File: src/rtl/swt16_pkg.sv
// Shared constants and FSM state encoding for the swt16 MEM stage.
package swt16_pkg;

   localparam int IALU_WORD_WIDTH = 16;
   localparam int REG_IDX_WIDTH   = 4;
   localparam int DMEM_ADDR_WIDTH = 12;

   typedef enum logic [1:0] {
      IDLE = 2'd0,
      REQ  = 2'd1,
      DONE = 2'd2
   } mem_state_t;

endpackage

File: src/rtl/mem_timeout_cnt.sv
// Counts request cycles without ack; flags expiry on the last allowed cycle.
module mem_timeout_cnt #(
   parameter int TIMEOUT_CYCLES = 64
) (
   input  logic clock,
   input  logic reset,
   input  logic clear,
   input  logic enable,
   output logic expired
);

   localparam int CW = (TIMEOUT_CYCLES > 1) ? $clog2(TIMEOUT_CYCLES) : 1;
   localparam logic [CW-1:0] LAST =
      (TIMEOUT_CYCLES == 0) ? '0 : CW'(TIMEOUT_CYCLES - 1);

   logic [CW-1:0] cnt;

   always_ff @(posedge clock) begin
      if (!reset || clear) begin
         cnt <= '0;
      end else if (enable) begin
         cnt <= cnt + CW'(1);
      end
   end

   // A zero budget means the access waits forever.
   assign expired = (TIMEOUT_CYCLES != 0) && (cnt == LAST);

endmodule

File: src/rtl/mem_access_ctrl.sv
// MEM-stage controller: one handshaked data-memory access at a time,
// upstream stall while outstanding, MEM/WB register drive.
module mem_access_ctrl
   import swt16_pkg::*;
#(
   parameter int TIMEOUT_CYCLES = 64
) (
   input  logic                       clock,
   input  logic                       reset,
   input  logic                       in_valid,
   input  logic                       in_act_load,
   input  logic                       in_act_store,
   input  logic                       in_act_write_res_to_reg,
   input  logic [IALU_WORD_WIDTH-1:0] in_res,
   input  logic [IALU_WORD_WIDTH-1:0] in_store_data,
   input  logic [REG_IDX_WIDTH-1:0]   in_res_reg_idx,
   output logic                       out_stall,
   output logic                       dmem_req,
   output logic                       dmem_we,
   output logic [DMEM_ADDR_WIDTH-1:0] dmem_addr,
   output logic [IALU_WORD_WIDTH-1:0] dmem_wdata,
   input  logic [IALU_WORD_WIDTH-1:0] dmem_rdata,
   input  logic                       dmem_ack,
   output logic                       out_act_write_res_to_reg,
   output logic [IALU_WORD_WIDTH-1:0] out_res,
   output logic [REG_IDX_WIDTH-1:0]   out_res_reg_idx,
   output logic                       out_bus_error
);

   mem_state_t state, state_nx;

   logic                       mem_op;
   logic                       cnt_clr;
   logic                       cnt_en;
   logic                       expired;
   logic                       lat_ld;
   logic                       lat_wr;
   logic                       timed_out;
   logic [REG_IDX_WIDTH-1:0]   lat_idx;
   logic [IALU_WORD_WIDTH-1:0] lat_res;
   logic [IALU_WORD_WIDTH-1:0] cap_data;

   assign mem_op = in_valid & (in_act_load | in_act_store);

   mem_timeout_cnt #(
      .TIMEOUT_CYCLES(TIMEOUT_CYCLES)
   ) u_timeout (
      .clock  (clock),
      .reset  (reset),
      .clear  (cnt_clr),
      .enable (cnt_en),
      .expired(expired)
   );

   always_comb begin
      state_nx  = state;
      out_stall = 1'b0;
      cnt_clr   = 1'b0;
      cnt_en    = 1'b0;
      unique case (state)
         IDLE: begin
            cnt_clr = 1'b1;
            if (mem_op) begin
               out_stall = 1'b1;
               state_nx  = REQ;
            end
         end
         REQ: begin
            out_stall = 1'b1;
            if (dmem_ack || expired) begin
               state_nx = DONE;
            end else begin
               cnt_en = 1'b1;
            end
         end
         DONE: begin
            cnt_clr  = 1'b1;
            state_nx = IDLE;
         end
         default: begin
            cnt_clr  = 1'b1;
            state_nx = IDLE;
         end
      endcase
   end

   always_ff @(posedge clock) begin
      if (!reset) begin
         state                    <= IDLE;
         dmem_req                 <= 1'b0;
         dmem_we                  <= 1'b0;
         dmem_addr                <= '0;
         dmem_wdata               <= '0;
         lat_ld                   <= 1'b0;
         lat_wr                   <= 1'b0;
         lat_idx                  <= '0;
         lat_res                  <= '0;
         cap_data                 <= '0;
         timed_out                <= 1'b0;
         out_act_write_res_to_reg <= 1'b0;
         out_res                  <= '0;
         out_res_reg_idx          <= '0;
         out_bus_error            <= 1'b0;
      end else begin
         state    <= state_nx;
         dmem_req <= (state_nx == REQ);
         unique case (state)
            IDLE: begin
               if (mem_op) begin
                  dmem_addr  <= in_res[DMEM_ADDR_WIDTH-1:0];
                  dmem_wdata <= in_store_data;
                  dmem_we    <= in_act_store;
                  // Store wins when both load and store are flagged.
                  lat_ld     <= in_act_load & ~in_act_store;
                  lat_wr     <= in_act_write_res_to_reg;
                  lat_idx    <= in_res_reg_idx;
                  lat_res    <= in_res;
                  timed_out  <= 1'b0;
                  out_act_write_res_to_reg <= 1'b0;
               end else begin
                  out_act_write_res_to_reg <= in_valid
                                            & in_act_write_res_to_reg;
                  out_res         <= in_res;
                  out_res_reg_idx <= in_res_reg_idx;
               end
            end
            REQ: begin
               out_act_write_res_to_reg <= 1'b0;
               if (dmem_ack) begin
                  cap_data <= dmem_rdata;
               end else if (expired) begin
                  cap_data      <= '0;
                  timed_out     <= 1'b1;
                  out_bus_error <= 1'b1;
               end
            end
            DONE: begin
               out_act_write_res_to_reg <= lat_ld & lat_wr & ~timed_out;
               out_res         <= lat_ld ? cap_data : lat_res;
               out_res_reg_idx <= lat_idx;
            end
            default: begin
               out_act_write_res_to_reg <= 1'b0;
            end
         endcase
      end
   end

endmodule

File: config.mk
export PLATFORM = sky130hd
export DESIGN_NAME = mem_access_ctrl
export DESIGN_NICKNAME = d
export VERILOG_FILES = /design/src/rtl/swt16_pkg.sv /design/src/rtl/mem_timeout_cnt.sv /design/src/rtl/mem_access_ctrl.sv
export SDC_FILE = /design/constraint.sdc
export NUM_CORES = 1
export LEC_CHECK = 0
export BUFFER_PORTS_ARGS = -buffer_cell sky130_fd_sc_hd__buf_4
export CAP_MARGIN = 10
export CORE_UTILIZATION = 55
export CTS_CLUSTER_SIZE = 8
export DETAILED_ROUTE_END_ITERATION = 8
export PLACE_DENSITY = 0.84
export RECOVER_POWER = 50
export SLEW_MARGIN = 20
export SYNTH_ARGS = -nofsm -noshare
export SYNTH_HDL_FRONTEND = slang
export SYNTH_SLANG_ARGS = --single-unit
File: constraint.sdc
create_clock -name clock -period 3.95 [get_ports clock]
set_clock_uncertainty 0.2 [all_clocks]
set_input_delay 0.395 -clock clock [delete_from_list [all_inputs] [get_ports clock]]
set_output_delay 0.395 -clock clock [all_outputs]
set_load 0.1 [all_outputs]
Word-level counts from Yosys, hierarchy flattened:

Cells that the tools add are included.

* output and inout port bits: 53
* register bits: 99

* muxes and demuxes: 21
* reductions and logical operators: 12
* bitwise gates (word level): 9
* add/subtract/negate cells: 1
* equal/unequal tests: 8

Operators with widths (count)
* two-way mux 16 bit: 4
* case mux 16 bit (2 select lines): 1
* two-way mux 1 bit: 8
* != test 2 bit, second input constant: 4
* case mux 4 bit (2 select lines): 1
* adder 6 x 1 -> 6 bit, second input constant: 1
* equality test 6 bit, second input constant: 1
* case mux 1 bit (2 select lines): 3
* AND reduction 2 bit: 3
* nonzero test 2 bit: 3
* bitwise AND 1 bit: 5
* equality test 2 x 1 -> 1 bit, second input constant: 2
* two-way mux 2 bit: 2
* two-way mux 4 bit: 1
* case mux 2 bit (2 select lines): 1
* AND reduction 4 bit: 1
* NOT 1 bit: 3
* AND reduction 3 bit: 1
* equality test 2 bit, second input constant: 1
* zero test 2 bit: 1
* logical OR 1 bit: 2
* zero test 1 bit: 1
* bitwise OR 1 bit: 1

Logic depth before layout (Yosys ltp):

* depth after elaboration: 5
* depth in mapped cells: 7
* gate-level depth less buffers: 4

By module:

A second synthesis with hierarchy kept.

* cells, all modules: 400
* area, all modules: 3480.8 um^2

By module, submodules not included
* mem_access_ctrl: times used 1, cells each 372, area an instance 3223.1 um^2
* mem_timeout_cnt: times used 1, cells each 28, area an instance 257.7 um^2

Worst setup path after synthesis:

No wires, ideal clock.

* kind: input port to output port
* from: input port in_act_store
* to: output port out_stall
* slack: 1.525 ns
* stages on the path: 3
* data required time: 3.355 ns
* data arrival time: 1.830 ns
* cells stage by stage: or2_4 -> a21oi_1 -> nor2_1

* word-level cells in the longest chain between the ends: 4

Ends and longest elaborated chain
* from (decl): line mem_access_ctrl.sv:12 `input logic in_act_store,`
* bitwise OR 1 bit: line mem_access_ctrl.sv:43 `assign mem_op = in_valid & (in_act_load | in_act_store);`
* bitwise AND 1 bit: line mem_access_ctrl.sv:43
* two-way mux 1 bit: line mem_access_ctrl.sv:63 `if (mem_op) begin`
* case mux 1 bit (2 select lines): line mem_access_ctrl.sv:60 `unique case (state)`
* to (decl): line mem_access_ctrl.sv:17 `output logic out_stall,`

No other way between the ends.

Worst setup path in the final report:

* from: register state[1]
* to: register lat_idx[1]

* word-level cells in the longest chain between the ends: 2

Ends and longest elaborated chain
* from (decl): line mem_access_ctrl.sv:30 `mem_state_t state, state_nx;`
* from (signal assigned): line mem_access_ctrl.sv:105 `state <= state_nx;`
* zero test 2 bit: line mem_access_ctrl.sv:107 `unique case (state)`
* AND reduction 2 bit (no source line)
* to (signal assigned): line mem_access_ctrl.sv:116 `lat_idx <= in_res_reg_idx;`
* to (decl): line mem_access_ctrl.sv:39 `logic [REG_IDX_WIDTH-1:0] lat_idx;`

No other way between the ends.
A chain may end at the register's enable or synchronous reset.

==> results.md <==
* Vias at 2997
* FFs w/ async S/R, synth at 0%
* CP Data Arrival Time at 2.52 ns
* CP endpoint kind: register
* Number of global-route vias before repair at 2847
* Pwr Total at 2110 uW
* Setup Total Neg Slack at 0 ns
* RSZ-0062 raised after global routing: false
* Peak VDD IR at 0.230 mV
* Final count of negative-setup-slack endpoints at 0
* Resized cells post-CTS at 0
* Mean area per synthesized cell at 10.0 um2
* First-pass GRT wire length at 13500 um
* Final antenna-violating net count at 0
* Most frequent CP cell: nor2b_1
* Max-slew headroom at 20.8%
* Yosys warning total at 0
* Seq cells post-synth at 87
* Syn Inst Count at 375
* Max Clk Rate at 0.403 GHz
* CP Class: register to register
* Leading cell type in the layout, fill and taps excluded: dfxtp_1
* Adder and majority gate portion of the synthesized area at 0.332%
* Critical Path Max Stage Delay at 0.71 ns
* Worst slew pin tran at 1.19 ns
* Req. time, crit path at 3.99 ns
* CTS max path bufs at 2
* Final-report max-slew violation count at 0
* LEAKAGE at 0.00173 uW
* Number of placement rows at 29
* Port-buffer cells at 111
* Most frequent cells in the layout: dfxtp_1, buf_4, mux2i_1
* DR WL/cell at 15.3 um
* Number of remaining DRC errors at 8
* Area of the mapped netlist at 3760 um2
* Yosys cell types at 40
* Total number of clock tree sinks at 87
* GRT Overall Usage at 23.7%
* CP max stage cell: nor3b_4
* Critical-path cell list: nor2b_1, nor3b_4, buf_4, mux2i_1, nor2b_1
* CTS Buf Count at 9
* Clk_lat worst skew at 0.35 ns
* Reg clk slew, reported paths at 0.08 ns
* Initial antenna violation count at 0
* Synth Area in XOR/XNOR at 0.233%
* Worst-path maximum fanout at 16
* Detailed Routing Iterations Pass 1 at 6
* Postcts setup bufs at 0
* Initial core utilization at 57.9%
* Compound-Gate Fraction of Synth Area at 13.2%
* Grt ovf at 0
* Number of synthesized flops with an enable pin at 0
* Failing checks: design-rule violations
* # fillers at 565
* DP HPWL at 5670 um
* Layout area overhead at 17.4%
* Vias/cell at 5.50
* Die outline height at 84.7 um
* Layout cells sized above 1 at 17.1%
* Final nets at 523
* Io pins at 112
* Synth Flop Type: dfxtp_1
* DRT Wirelength at 8340 um
* Crit start category: register
* Status: complete, but fails checks
* Critical path's top delay family: simple AND/OR/NAND/NOR gates
* Regs by FF count: cap_data (16), dmem_wdata (16), out_res (16)
* Syn Nets at 435
* Seq/Total Area, Yosys at 46.3%
* Hold_buf cts at 0
* Ant. Diodes at 0
* DR iter-0 viols at 160
* MaxCap Viol Count at 0
* Largest net degree at the start of global routing at 85
* Final hold vios at 0
* Core area at 6490 um2
* Die W at 84.7 um
* Buffer and inverter count on the worst path at 1
* Largest family of logic cells by synthesized area: simple AND/OR/NAND/NOR gates
* Mux contribution to synthesized area at 15.7%
* Power Dens Cells at 478 nW/um2
* Htree depth at 3
* Final Cycle Share at 62.8%
* Tmin final at 2.48 ns
* Min-Delay Path Class: input port to register
* Post-Synth Simple-Gate Area at 16.6%
* Die area at 7180 um2
* GP Congestion at 0.731
* CTS tree: built
* Clk root buf: clkbuf_8
## cell families (layout without fill, tap and decap cells)
| kind of cell | count (synthesis) | in the layout |
|---|---|---|
| AOI/OAI and AO/OA | 68 | 68 |
| adders and majority gates | 1 | 1 |
| xor gates and xnor gates | 1 | 1 |
| DFF | 87 | 87 |
| buffers and inverters | 39 | 132 |
| muxes | 59 | 59 |
| and+or+nand+nor | 120 | 120 |
## cell type report
class / instances / area, um2 / area share (%)
clock buffers: 13 / 149 / 3.37
inverters: 1 / 3.75 / 0.0850
repair buffers: 115 / 668 / 15.1
well taps: 77 / 96.3 / 2.18
clock inverters: 3 / 42.5 / 0.963
multi-input cells: 249 / 1720 / 38.8
flip-flops and latches: 87 / 1740 / 39.4
## tightest hold or removal path, stage by stage
cell	delay, ns
buf_4	0.08
mux2i_1	0.05
nor2b_1	0.09
## report_power, final
group | internal, uW | switching (uW) | total [uW]
clock network | 310 | 298 | 607
registers | 930 | 36.4 | 966
logic | 129 | 407 | 536
total | 1370 | 741 | 2110
## metrics by stage
stage	worst slack, ns	hold slack, ns	std cells	util [%]	instance area (um2)
2_1_floorplan	1.52	0.246	375	-	3760
3_3_place_gp	1.64	0.250	529	68.4	4440
3_5_place_dp	1.56	0.252	529	68.4	4440
4_1_cts	1.68	0.0886	545	71.4	4630
5_1_grt	1.35	0.102	545	68.0	4420
6_report	1.47	0.0994	545	68.0	4420
## cells in the mapped netlist (6+ instances only)
cell type / instances / area, um2
o2bb2ai_1: 16 / 140
a21oi_1: 17 / 85.1
nor2b_1: 43 / 269
buf_2: 6 / 30.0
dfxtp_1: 87 / 1740
clkbuf_1: 11 / 41.3
nor2_1: 20 / 75.1
buf_4: 14 / 105
nand2_1: 40 / 150
mux2i_1: 59 / 591
o22ai_1: 16 / 100
## layer usage
layer,wire length [um],global-route usage [%]
met3,520,4.03
met2,3930,38.6
met5,0,0
met4,123,9.71
met1,3770,31.2
## worst paths after layout
kind                      from             end  slack [ns]  cells after the start
max                   state[1]      lat_idx[1]        1.47                      5
max reg2reg           state[1]      lat_idx[1]        1.47                      5
min          in_store_data[15]  dmem_wdata[15]         0.1                      3
min reg2reg        cap_data[4]     cap_data[4]        0.27                      2
Power figures use the tool's default switching activity.
